### src/rtl/eth_rx_frame_check.sv
// Ethernet receive frame checker: strips preamble/SFD, forwards frame bytes as
// AXI-Stream through a one-byte hold register and flags bad frames on tlast.
module eth_rx_frame_check #(
  parameter int MIN_LEN   = 64,
  parameter int MAX_LEN   = 1518,
  parameter bit CHECK_CRC = 1'b1
) (
  input  logic       clk,
  input  logic       rst,
  input  logic       rx_dv,
  input  logic       rx_er,
  input  logic [7:0] rx_data,
  output logic [7:0] m_axis_tdata,
  output logic       m_axis_tvalid,
  output logic       m_axis_tlast,
  output logic       m_axis_bad_frame,
  input  logic       m_axis_tready,
  output logic       stat_good,
  output logic       stat_bad
);

  localparam logic [1:0] ST_IDLE     = 2'd0;
  localparam logic [1:0] ST_PREAMBLE = 2'd1;
  localparam logic [1:0] ST_PAYLOAD  = 2'd2;
  localparam logic [1:0] ST_DROP     = 2'd3;

  localparam logic [7:0]  PRE_BYTE = 8'h55;
  localparam logic [7:0]  SFD_BYTE = 8'hD5;
  localparam logic [31:0] CRC_POLY = 32'hEDB88320;
  localparam logic [31:0] CRC_INIT = 32'hFFFFFFFF;
  localparam logic [31:0] CRC_RES  = 32'hDEBB20E3;

  localparam int              LEN_W   = $clog2(MAX_LEN + 2);
  localparam logic [LEN_W-1:0] LEN_ONE = LEN_W'(1);
  localparam logic [LEN_W-1:0] LEN_SAT = LEN_W'(MAX_LEN + 1);
  localparam logic [LEN_W-1:0] LEN_MIN = LEN_W'(MIN_LEN);
  localparam logic [LEN_W-1:0] LEN_MAX = LEN_W'(MAX_LEN);

  logic [1:0]       state_q, state_d;
  logic [7:0]       hold_q, hold_d;
  logic             hold_full_q, hold_full_d;
  logic [31:0]      crc_q, crc_d;
  logic [LEN_W-1:0] len_q, len_d;
  logic             phy_err_q, phy_err_d;
  logic             ovf_err_q, ovf_err_d;
  logic [7:0]       tdata_q, tdata_d;
  logic             tvalid_q, tvalid_d;
  logic             tlast_q, tlast_d;
  logic             bad_q, bad_d;
  logic             good_q, good_d;
  logic             sbad_q, sbad_d;

  logic crc_err;
  logic ovf_now;
  logic frame_bad;

  // LSB-first reflected CRC-32 over one byte.
  function automatic logic [31:0] crc32_byte(input logic [31:0] crc, input logic [7:0] data);
    logic [31:0] c;
    c = crc;
    for (int i = 0; i < 8; i++) begin
      if (c[0] ^ data[i]) c = (c >> 1) ^ CRC_POLY;
      else                c = c >> 1;
    end
    return c;
  endfunction

  // A beat currently on the bus that is not accepted counts toward the verdict
  // even when the tlast decision is made in the same cycle.
  assign ovf_now   = ovf_err_q | (tvalid_q & ~m_axis_tready);
  assign crc_err   = CHECK_CRC && (crc_q != CRC_RES);
  assign frame_bad = crc_err | (len_q < LEN_MIN) | (len_q > LEN_MAX) | phy_err_q | ovf_now;

  always_comb begin
    // NOTE: every signal gets a default before the case so no path leaves it unassigned (no latches).
    state_d     = state_q;
    hold_d      = hold_q;
    hold_full_d = hold_full_q;
    crc_d       = crc_q;
    len_d       = len_q;
    phy_err_d   = phy_err_q;
    ovf_err_d   = ovf_now;
    tdata_d     = tdata_q;
    tvalid_d    = 1'b0;
    tlast_d     = 1'b0;
    bad_d       = 1'b0;
    good_d      = 1'b0;
    sbad_d      = 1'b0;

    case (state_q)
      ST_IDLE: begin
        if (rx_dv) state_d = (rx_data == PRE_BYTE) ? ST_PREAMBLE : ST_DROP;
      end

      ST_PREAMBLE: begin
        if (!rx_dv)                   state_d = ST_IDLE;
        else if (rx_er)               state_d = ST_DROP;
        else if (rx_data == PRE_BYTE) state_d = ST_PREAMBLE;
        else if (rx_data == SFD_BYTE) begin
          state_d   = ST_PAYLOAD;
          crc_d     = CRC_INIT;
          len_d     = '0;
          phy_err_d = 1'b0;
          ovf_err_d = 1'b0;
        end else                      state_d = ST_DROP;
      end

      ST_PAYLOAD: begin
        if (rx_dv) begin
          if (hold_full_q) begin
            tvalid_d = 1'b1;
            tdata_d  = hold_q;
          end
          hold_d      = rx_data;
          hold_full_d = 1'b1;
          crc_d       = crc32_byte(crc_q, rx_data);
          if (len_q != LEN_SAT) len_d = len_q + LEN_ONE;
          if (rx_er) phy_err_d = 1'b1;
        end else begin
          state_d     = ST_IDLE;
          hold_full_d = 1'b0;
          // Zero-byte frames (SFD then rx_dv low) leave the hold empty and emit nothing.
          if (hold_full_q) begin
            tvalid_d = 1'b1;
            tlast_d  = 1'b1;
            tdata_d  = hold_q;
            bad_d    = frame_bad;
            good_d   = ~frame_bad;
            sbad_d   = frame_bad;
          end
        end
      end

      ST_DROP: begin
        if (!rx_dv) state_d = ST_IDLE;
      end

      default: state_d = ST_IDLE;
    endcase
  end

  always_ff @(posedge clk or posedge rst) begin
    if (rst) begin
      state_q     <= ST_IDLE;
      hold_q      <= '0;
      hold_full_q <= 1'b0;
      crc_q       <= CRC_INIT;
      len_q       <= '0;
      phy_err_q   <= 1'b0;
      ovf_err_q   <= 1'b0;
      tdata_q     <= '0;
      tvalid_q    <= 1'b0;
      tlast_q     <= 1'b0;
      bad_q       <= 1'b0;
      good_q      <= 1'b0;
      sbad_q      <= 1'b0;
    end else begin
      // NOTE: non-blocking assignments so every register samples the pre-edge value of the others.
      state_q     <= state_d;
      hold_q      <= hold_d;
      hold_full_q <= hold_full_d;
      crc_q       <= crc_d;
      len_q       <= len_d;
      phy_err_q   <= phy_err_d;
      ovf_err_q   <= ovf_err_d;
      tdata_q     <= tdata_d;
      tvalid_q    <= tvalid_d;
      tlast_q     <= tlast_d;
      bad_q       <= bad_d;
      good_q      <= good_d;
      sbad_q      <= sbad_d;
    end
  end

  assign m_axis_tdata     = tdata_q;
  assign m_axis_tvalid    = tvalid_q;
  assign m_axis_tlast     = tlast_q;
  assign m_axis_bad_frame = bad_q;
  assign stat_good        = good_q;
  assign stat_bad         = sbad_q;

endmodule

### config.mk
export PLATFORM = sky130hd
export DESIGN_NAME = eth_rx_frame_check
export DESIGN_NICKNAME = d
export VERILOG_FILES = /design/src/rtl/eth_rx_frame_check.sv
export SDC_FILE = /design/constraint.sdc
export NUM_CORES = 1
export LEC_CHECK = 0
export BUFFER_PORTS_ARGS = -buffer_cell sky130_fd_sc_hd__buf_2
export CAP_MARGIN = 20
export CORE_MARGIN = 10
export CORE_UTILIZATION = 65
export CTS_CLUSTER_SIZE = 40
export DETAILED_ROUTE_END_ITERATION = 16
export PLACE_DENSITY_LB_ADDON = 0.2
export SLEW_MARGIN = 20
export SYNTH_ARGS = -nofsm -noshare
export SYNTH_HDL_FRONTEND = slang
export SYNTH_SLANG_ARGS = --single-unit
### constraint.sdc
create_clock -name clk -period 4.7 [get_ports clk]
set_input_delay 0.235 -clock clk [delete_from_list [all_inputs] [get_ports clk]]
set_output_delay 0.235 -clock clk [all_outputs]
set_load 0.005 [all_outputs]
==> results of run 1 <==
placed cells by master (no fill, tap or decap), types with 5 or more instances in the layout:
cell type / instances
a21oi_1: 27
a31oi_1: 6
buf_2: 25
clkbuf_8: 10
dfrtp_1: 36
dfstp_2: 32
mux2_2: 9
nand2_1: 34
nor2_1: 31
o21ai_0: 8
o21ai_1: 5
o22a_1: 10
xnor2_1: 38
xnor2_2: 7
xor2_1: 16
worst reg2reg max path, delay by kind of cell, from the launching register on:
kind            cells  cell delay, ns
simple gates        1            0.48
mux                 1            0.31
flops               1            0.41
compound gates      2            1.07
cell families after synthesis:
| kind of cell | synth area share |
|---|---|
| and+or+nand+nor | 0.132 |
| xor gates and xnor gates | 0.230 |
| AOI/OAI and AO/OA | 0.116 |
| DFF | 0.470 |
| buffers and inverters | 0.0216 |
| muxes | 0.0274 |
| adders and majority gates | 0.00338 |
how the worst max path moves through the flow:
stage / start / to / cells after the start
floorplan: crc_q[1] / crc_q[20] / 5
global placement: rx_data[3] / len_q[0] / 6
detailed placement: rx_data[3] / len_q[0] / 6
CTS: state_q[0] / len_q[0] / 4
global route: state_q[0] / len_q[0] / 4
finish: state_q[0] / len_q[0] / 4
power breakdown:
group | switching (mW) | total (mW) | internal [mW]
Sequential | 0.201 | 1.09 | 0.886
Clock | 0.224 | 0.591 | 0.367
Combinational | 0.979 | 2.00 | 1.02
layout make-up:
type / count / area [sq um] / area share
clock buffer: 10 / 138 / 0.0334
multi-input combinational: 250 / 1880 / 0.457
clock inverter: 6 / 111 / 0.0270
timing repair buffer: 27 / 140 / 0.0340
tap: 72 / 90.1 / 0.0219
inverter: 4 / 15.0 / 0.00364
sequential: 68 / 1740 / 0.423
state kept, by name, summed over array words and instances (netlist names):
name,flops
m_axis_tvalid,1
m_axis_tdata,8
hold_q,8
stat_bad,1
m_axis_tlast,1
phy_err_q,1
hold_full_q,1
len_q,11
state_q,2
crc_q,32
stat_good,1
ovf_err_q,1
per-layer routing:
metal	global-route usage	vias up
met4	0.0688	0
met2	0.282	87
met3	0.0471	16
met1	0.248	1286
met5	0	-
li1	-	1210
stage by stage:
step | cells | instance area [sq um] | utilization | setup slack [ns] | hold WS (ns)
3_3_place_gp | 421 | 3870 | 0.703 | 2.40 | 0.456
6_report | 437 | 4120 | 0.748 | 2.33 | 0.139
3_5_place_dp | 421 | 3870 | 0.703 | 2.33 | 0.459
5_1_grt | 437 | 4120 | 0.748 | 2.16 | 0.146
2_1_floorplan | 338 | 3700 | - | 2.75 | 0.308
4_1_cts | 437 | 4120 | 0.748 | 2.34 | 0.130
==> qor.txt, run 1 <==
outcome -> completed
net count after synthesis -> 352
clock sink count -> 68
top-level I/O count -> 26
Mapped Area -> 3700 sq um
HPWL Detailed -> 5500 um
Synth top area share -> 0.243
Hold Path Class -> input port to asynchronous set/reset pin
vias per cell -> 5.95
post-CTS sizing -> 0
Lkg Pwr -> 1.77 nW
Synth-to-Final Area Change -> 11.2%
critical path class -> register to register
Worst-path clk slew -> 0.07 ns
met3 WL post-DR -> 489 um
dominant cells by area after synthesis -> dfrtp_1, dfstp_2, xnor2_1
Initial Util -> 0.673
GRT Residual Overflow -> 0
synth unique cells -> 50
Crit Path Max Fanout -> 42
startpoint types -> register
Core Area -> 5510 sq um
DR DRC count -> 0
dominant synthesized flop cell -> dfrtp_1
Cells after Synth -> 338
Final ANT Viol Nets -> 0
Slowest-stage cell, CP -> o221a_2
Setup TNS Final -> 0 ns
CP endpoint kind -> register
CP max stage delay -> 0.84 ns
CP required -> 4.93 ns
Reg-to-Reg Start -> state_q[0]
fill cell count -> 368
# setup viols final -> 0
sequential area share after synthesis -> 0.470
total of max-cap violations -> 0
dominant cell type by area after synthesis -> dfrtp_1
FMAX -> 421 MHz
r2r setup slk -> 2.33 ns
fin crit share -> 0.505
Max clock buf depth -> 2
drt initial violations -> 173
number of synthesized flops with an enable pin -> 0
Reg2Reg Capture Point -> len_q[0]
die height -> 95.5 um
cts bufs inserted -> 9
Synth Register Bits -> 68
FFs w/ async S/R, synth -> 1.00
Max Slew Vio Count -> 0
TritonRoute pass-1 iters -> 5
die area -> 9120 sq um
Register-to-Register Path Depth -> 4
diode count -> 0
post-layout power -> 3.68 mW
Die X -> 95.5 um
clock latency at the later pin of the worst-skew pair -> 0.34 ns
cells along the critical path -> nor2b_1, o221a_2, o21ai_1, mux2_2
vias in the first global route -> 2,568
Routed WL -> 7920 um
TritonCTS clock tree -> done
fin nets -> 374
largest net degree at the start of global routing -> 69
htree depth -> 3
hold_buf cts -> 0
global-route wire length before repair -> 13,000 um
final setup skew -> 0.00882 ns
Hold Violations, Final -> 0
Worst Tran Pin Value -> 0.853 ns
Worst VDD drop -> 0.591 mV
yosys warns -> 0
Slew HR -> 0.431
PwrDens -> 893 nW/um^2
Worst Path Buf+Inv -> 0
RSZ-0062 raised after global routing -> no
critical path's top delay family -> compound AO/OA/AOI/OAI gates
count leader, synth -> xnor2_1
Worst EP arrival -> 2.61 ns
met2 wire length -> 3730 um
Commonest cells post-synth -> xnor2_1, dfrtp_1, nand2_1
synthesized area per cell -> 11.0 sq um
via count -> 2,599
CTS Root Cell -> clkbuf_8
initial antenna violation count -> 0
GRT Total Usage -> 0.185
routed metal-1 wire length -> 3550 um
layout cell share with drive strength beyond 1 -> 0.282
Post-CTS Repair Setup Buffers -> 0
# rows -> 27
PortBufs -> 25
GPL Wtd Cong -> 0.898
WL/cell -> 18.1 um
post-layout min period -> 2.37 ns
DR top layer -> met4
(Power assumes the default switching activity.)
==> run 2: changes to the inputs <==
- CORE_UTILIZATION: 65 -> 60
- clock period: 4.7 -> 2.2 ns (I/O delays scaled with it)
==> run 2 against run 1 <==
Net effect: count of clock-buffer cells in the layout increased by 2; fmax increased by 14%; critical path depth increased by 1; die area increased by 6.6%; hold slack got worse by 0.12 ns; sequential share of layout area decreased by 1.1 points; global-route usage decreased by 0.83 points; critical endpoint is now crc_q[20]; highest routed layer unchanged.
==> qor.txt, run 2 (synthesis gave the netlist of run 1 again) <==
htree depth -> 3 (unchanged)
post-CTS sizing -> 0 (unchanged)
fin nets -> 385 (was 374)
Final ANT Viol Nets -> 0 (unchanged)
startpoint types -> register (unchanged)
CP endpoint kind -> register (unchanged)
FMAX -> 479 MHz (was 421 MHz)
WL/cell -> 18.5 um (was 18.1 um)
total of max-cap violations -> 0 (unchanged)
Register-to-Register Path Depth -> 5 (was 4)
clock sink count -> 68 (unchanged)
drt initial violations -> 187 (was 173)
DR top layer -> met4 (unchanged)
CTS Root Cell -> clkbuf_8 (unchanged)
TritonRoute pass-1 iters -> 4 (was 5)
commonest cells after routing, fill and taps aside -> xnor2_1, dfrtp_1, nand2_1 (unchanged)
die area -> 9720 sq um (was 9120 sq um)
# rows -> 28 (was 27)
initial antenna violation count -> 0 (unchanged)
Hold Violations, Final -> 0 (unchanged)
Hold Path Class -> input port to register (was input port to asynchronous set/reset pin)
Worst EP arrival -> 2.35 ns (was 2.61 ns)
cts bufs inserted -> 9 (unchanged)
Worst Tran Pin Value -> 0.689 ns (was 0.853 ns)
WHS Path Cells -> 2
PwrDens -> 1880 nW/um^2 (was 893 nW/um^2)
vias per cell -> 5.82 (was 5.95)
TritonCTS clock tree -> done (unchanged)
Crit Path Max Fanout -> 6 (was 42)
Placed Area -> 3980 sq um (was 3870 sq um)
fin crit share -> 0.948 (was 0.505)
die height -> 98.6 um (was 95.5 um)
DR DRC count -> 0 (unchanged)
Lkg Pwr -> 1.83 nW (was 1.77 nW)
Setup TNS Final -> 0 ns (unchanged)
outcome -> completed (unchanged)
Biggest register -> crc_q (unchanged)
Register Area -> 1740 sq um (unchanged)
layout cell share with drive strength beyond 1 -> 0.298 (was 0.282)
Core Area -> 5960 sq um (was 5510 sq um)
post-layout min period -> 2.09 ns (was 2.37 ns)
final setup skew -> 0.00627 ns (was 0.00882 ns)
via count -> 2,623 (was 2,599)
Initial Util -> 0.622 (was 0.673)
met2 wire length -> 4030 um (was 3730 um)
most common cell after layout, fill and taps aside -> xnor2_1 (unchanged)
Reg2Reg Capture Point -> crc_q[20] (was len_q[0])
PortBufs -> 25 (unchanged)
r2r setup slk -> 0.11 ns (was 2.33 ns)
Die X -> 98.6 um (was 95.5 um)
Worst-path clk slew -> 0.07 ns (about the same)
HPWL Detailed -> 5950 um (was 5500 um)
vias in the first global route -> 2,686 (was 2,568)
Slew HR -> 0.540 (was 0.431)
diode count -> 0 (unchanged)
Final Util -> 0.711 (was 0.748)
fill cell count -> 427 (was 368)
max reg flops -> 32 (unchanged)
Synth-to-Final Area Change -> 14.4% (was 11.2%)
GRT Residual Overflow -> 0 (unchanged)
met3 WL post-DR -> 407 um (was 489 um)
RSZ-0062 raised after global routing -> no (unchanged)
CP required -> 2.46 ns (was 4.93 ns)
Routed WL -> 8370 um (was 7920 um)
# setup viols final -> 0 (unchanged)
clock latency at the later pin of the worst-skew pair -> 0.34 ns (about the same)
multi-input logic area -> 1880 sq um (unchanged)
largest registers -> crc_q: 32 flops, len_q: 11 flops (unchanged)
top-level I/O count -> 26 (unchanged)
Max Slew Vio Count -> 0 (unchanged)
Hold Startpoint -> rx_dv
Worst VDD drop -> 1.18 mV (was 0.591 mV)
GRT Total Usage -> 0.176 (was 0.185)
critical path class -> register to register (unchanged)
global-route wire length before repair -> 14,000 um (was 13,000 um)
GPL Wtd Cong -> 0.890 (was 0.898)
Max clock buf depth -> 2 (unchanged)
routed metal-1 wire length -> 3800 um (was 3550 um)
final instance area -> 4240 sq um (was 4120 sq um)
hold path endpoint -> m_axis_tlast
largest net degree at the start of global routing -> 38 (was 69)
Reg-to-Reg Start -> crc_q[1] (was state_q[0])
[run 2: changes by cell type in the layout (fill, tap and decap cells not counted), sizes merged]
cell and delta:
dlygate4sd3 +1, clkinv -1, buf +10, clkinvlp -1, clkbuf +2
[run 2: per-layer routing]
metal,up-vias,global-route usage
li1,1237,-
met1,1318,0.237
met2,58,0.272
met3,10,0.0440
met4,0,0.0584
met5,-,0
[run 2: stage by stage]
step | hold slack, ns | total power [mW] | setup WS (ns) | std cells
2_1_floorplan | 0.183 | 5.74 | 0.249 | 338
3_3_place_gp | 0.257 | 6.57 | 0.192 | 434
3_5_place_dp | 0.263 | 6.65 | 0.147 | 434
4_1_cts | 0.00528 | 8.00 | 0.120 | 451
5_1_grt | 0.0215 | 8.47 | 0.0238 | 451
6_report | 0.0211 | 7.98 | 0.114 | 451
[run 2: worst max path at each step]
stage | startpoint | endpoint | slack, ns
after floorplan | crc_q[1] | crc_q[20] | 0.25
after global placement | crc_q[1] | crc_q[23] | 0.19
after detailed placement | crc_q[1] | crc_q[20] | 0.15
after CTS | crc_q[1] | crc_q[20] | 0.12
after global routing | crc_q[1] | crc_q[23] | 0.02
final | crc_q[1] | crc_q[20] | 0.11
[run 2: repair_timing]
item                                   4_1_cts  5_1_grt
endpoints found under the hold margin       16        0
buffers inserted                             0        0
hold buffers                                 1        0
[run 2: cell type report]
cell class              instances  share of cell area
flip-flops and latches         68               0.411
well taps                      75              0.0222
inverters                       4             0.00355
repair buffers                 38              0.0591
multi-input cells             250               0.445
clock inverters                 4              0.0225
clock buffers                  12              0.0366
[run 2: critical path: stages, from the launching register on]
cell and delay [ns]:
dfstp_2 0.60, xnor2_4 0.22, xor3_1 0.53, xnor2_1 0.24, xnor3_1 0.25, a21oi_1 0.17
[run 2: power by group]
| group | leakage (nW) | total [mW] | internal, mW | switching, mW |
|---|---|---|---|---|
| registers | 0.797 | 2.33 | 1.89 | 0.438 |
| logic | 0.910 | 4.36 | 2.28 | 2.08 |
| clock network | 0.127 | 1.28 | 0.814 | 0.466 |
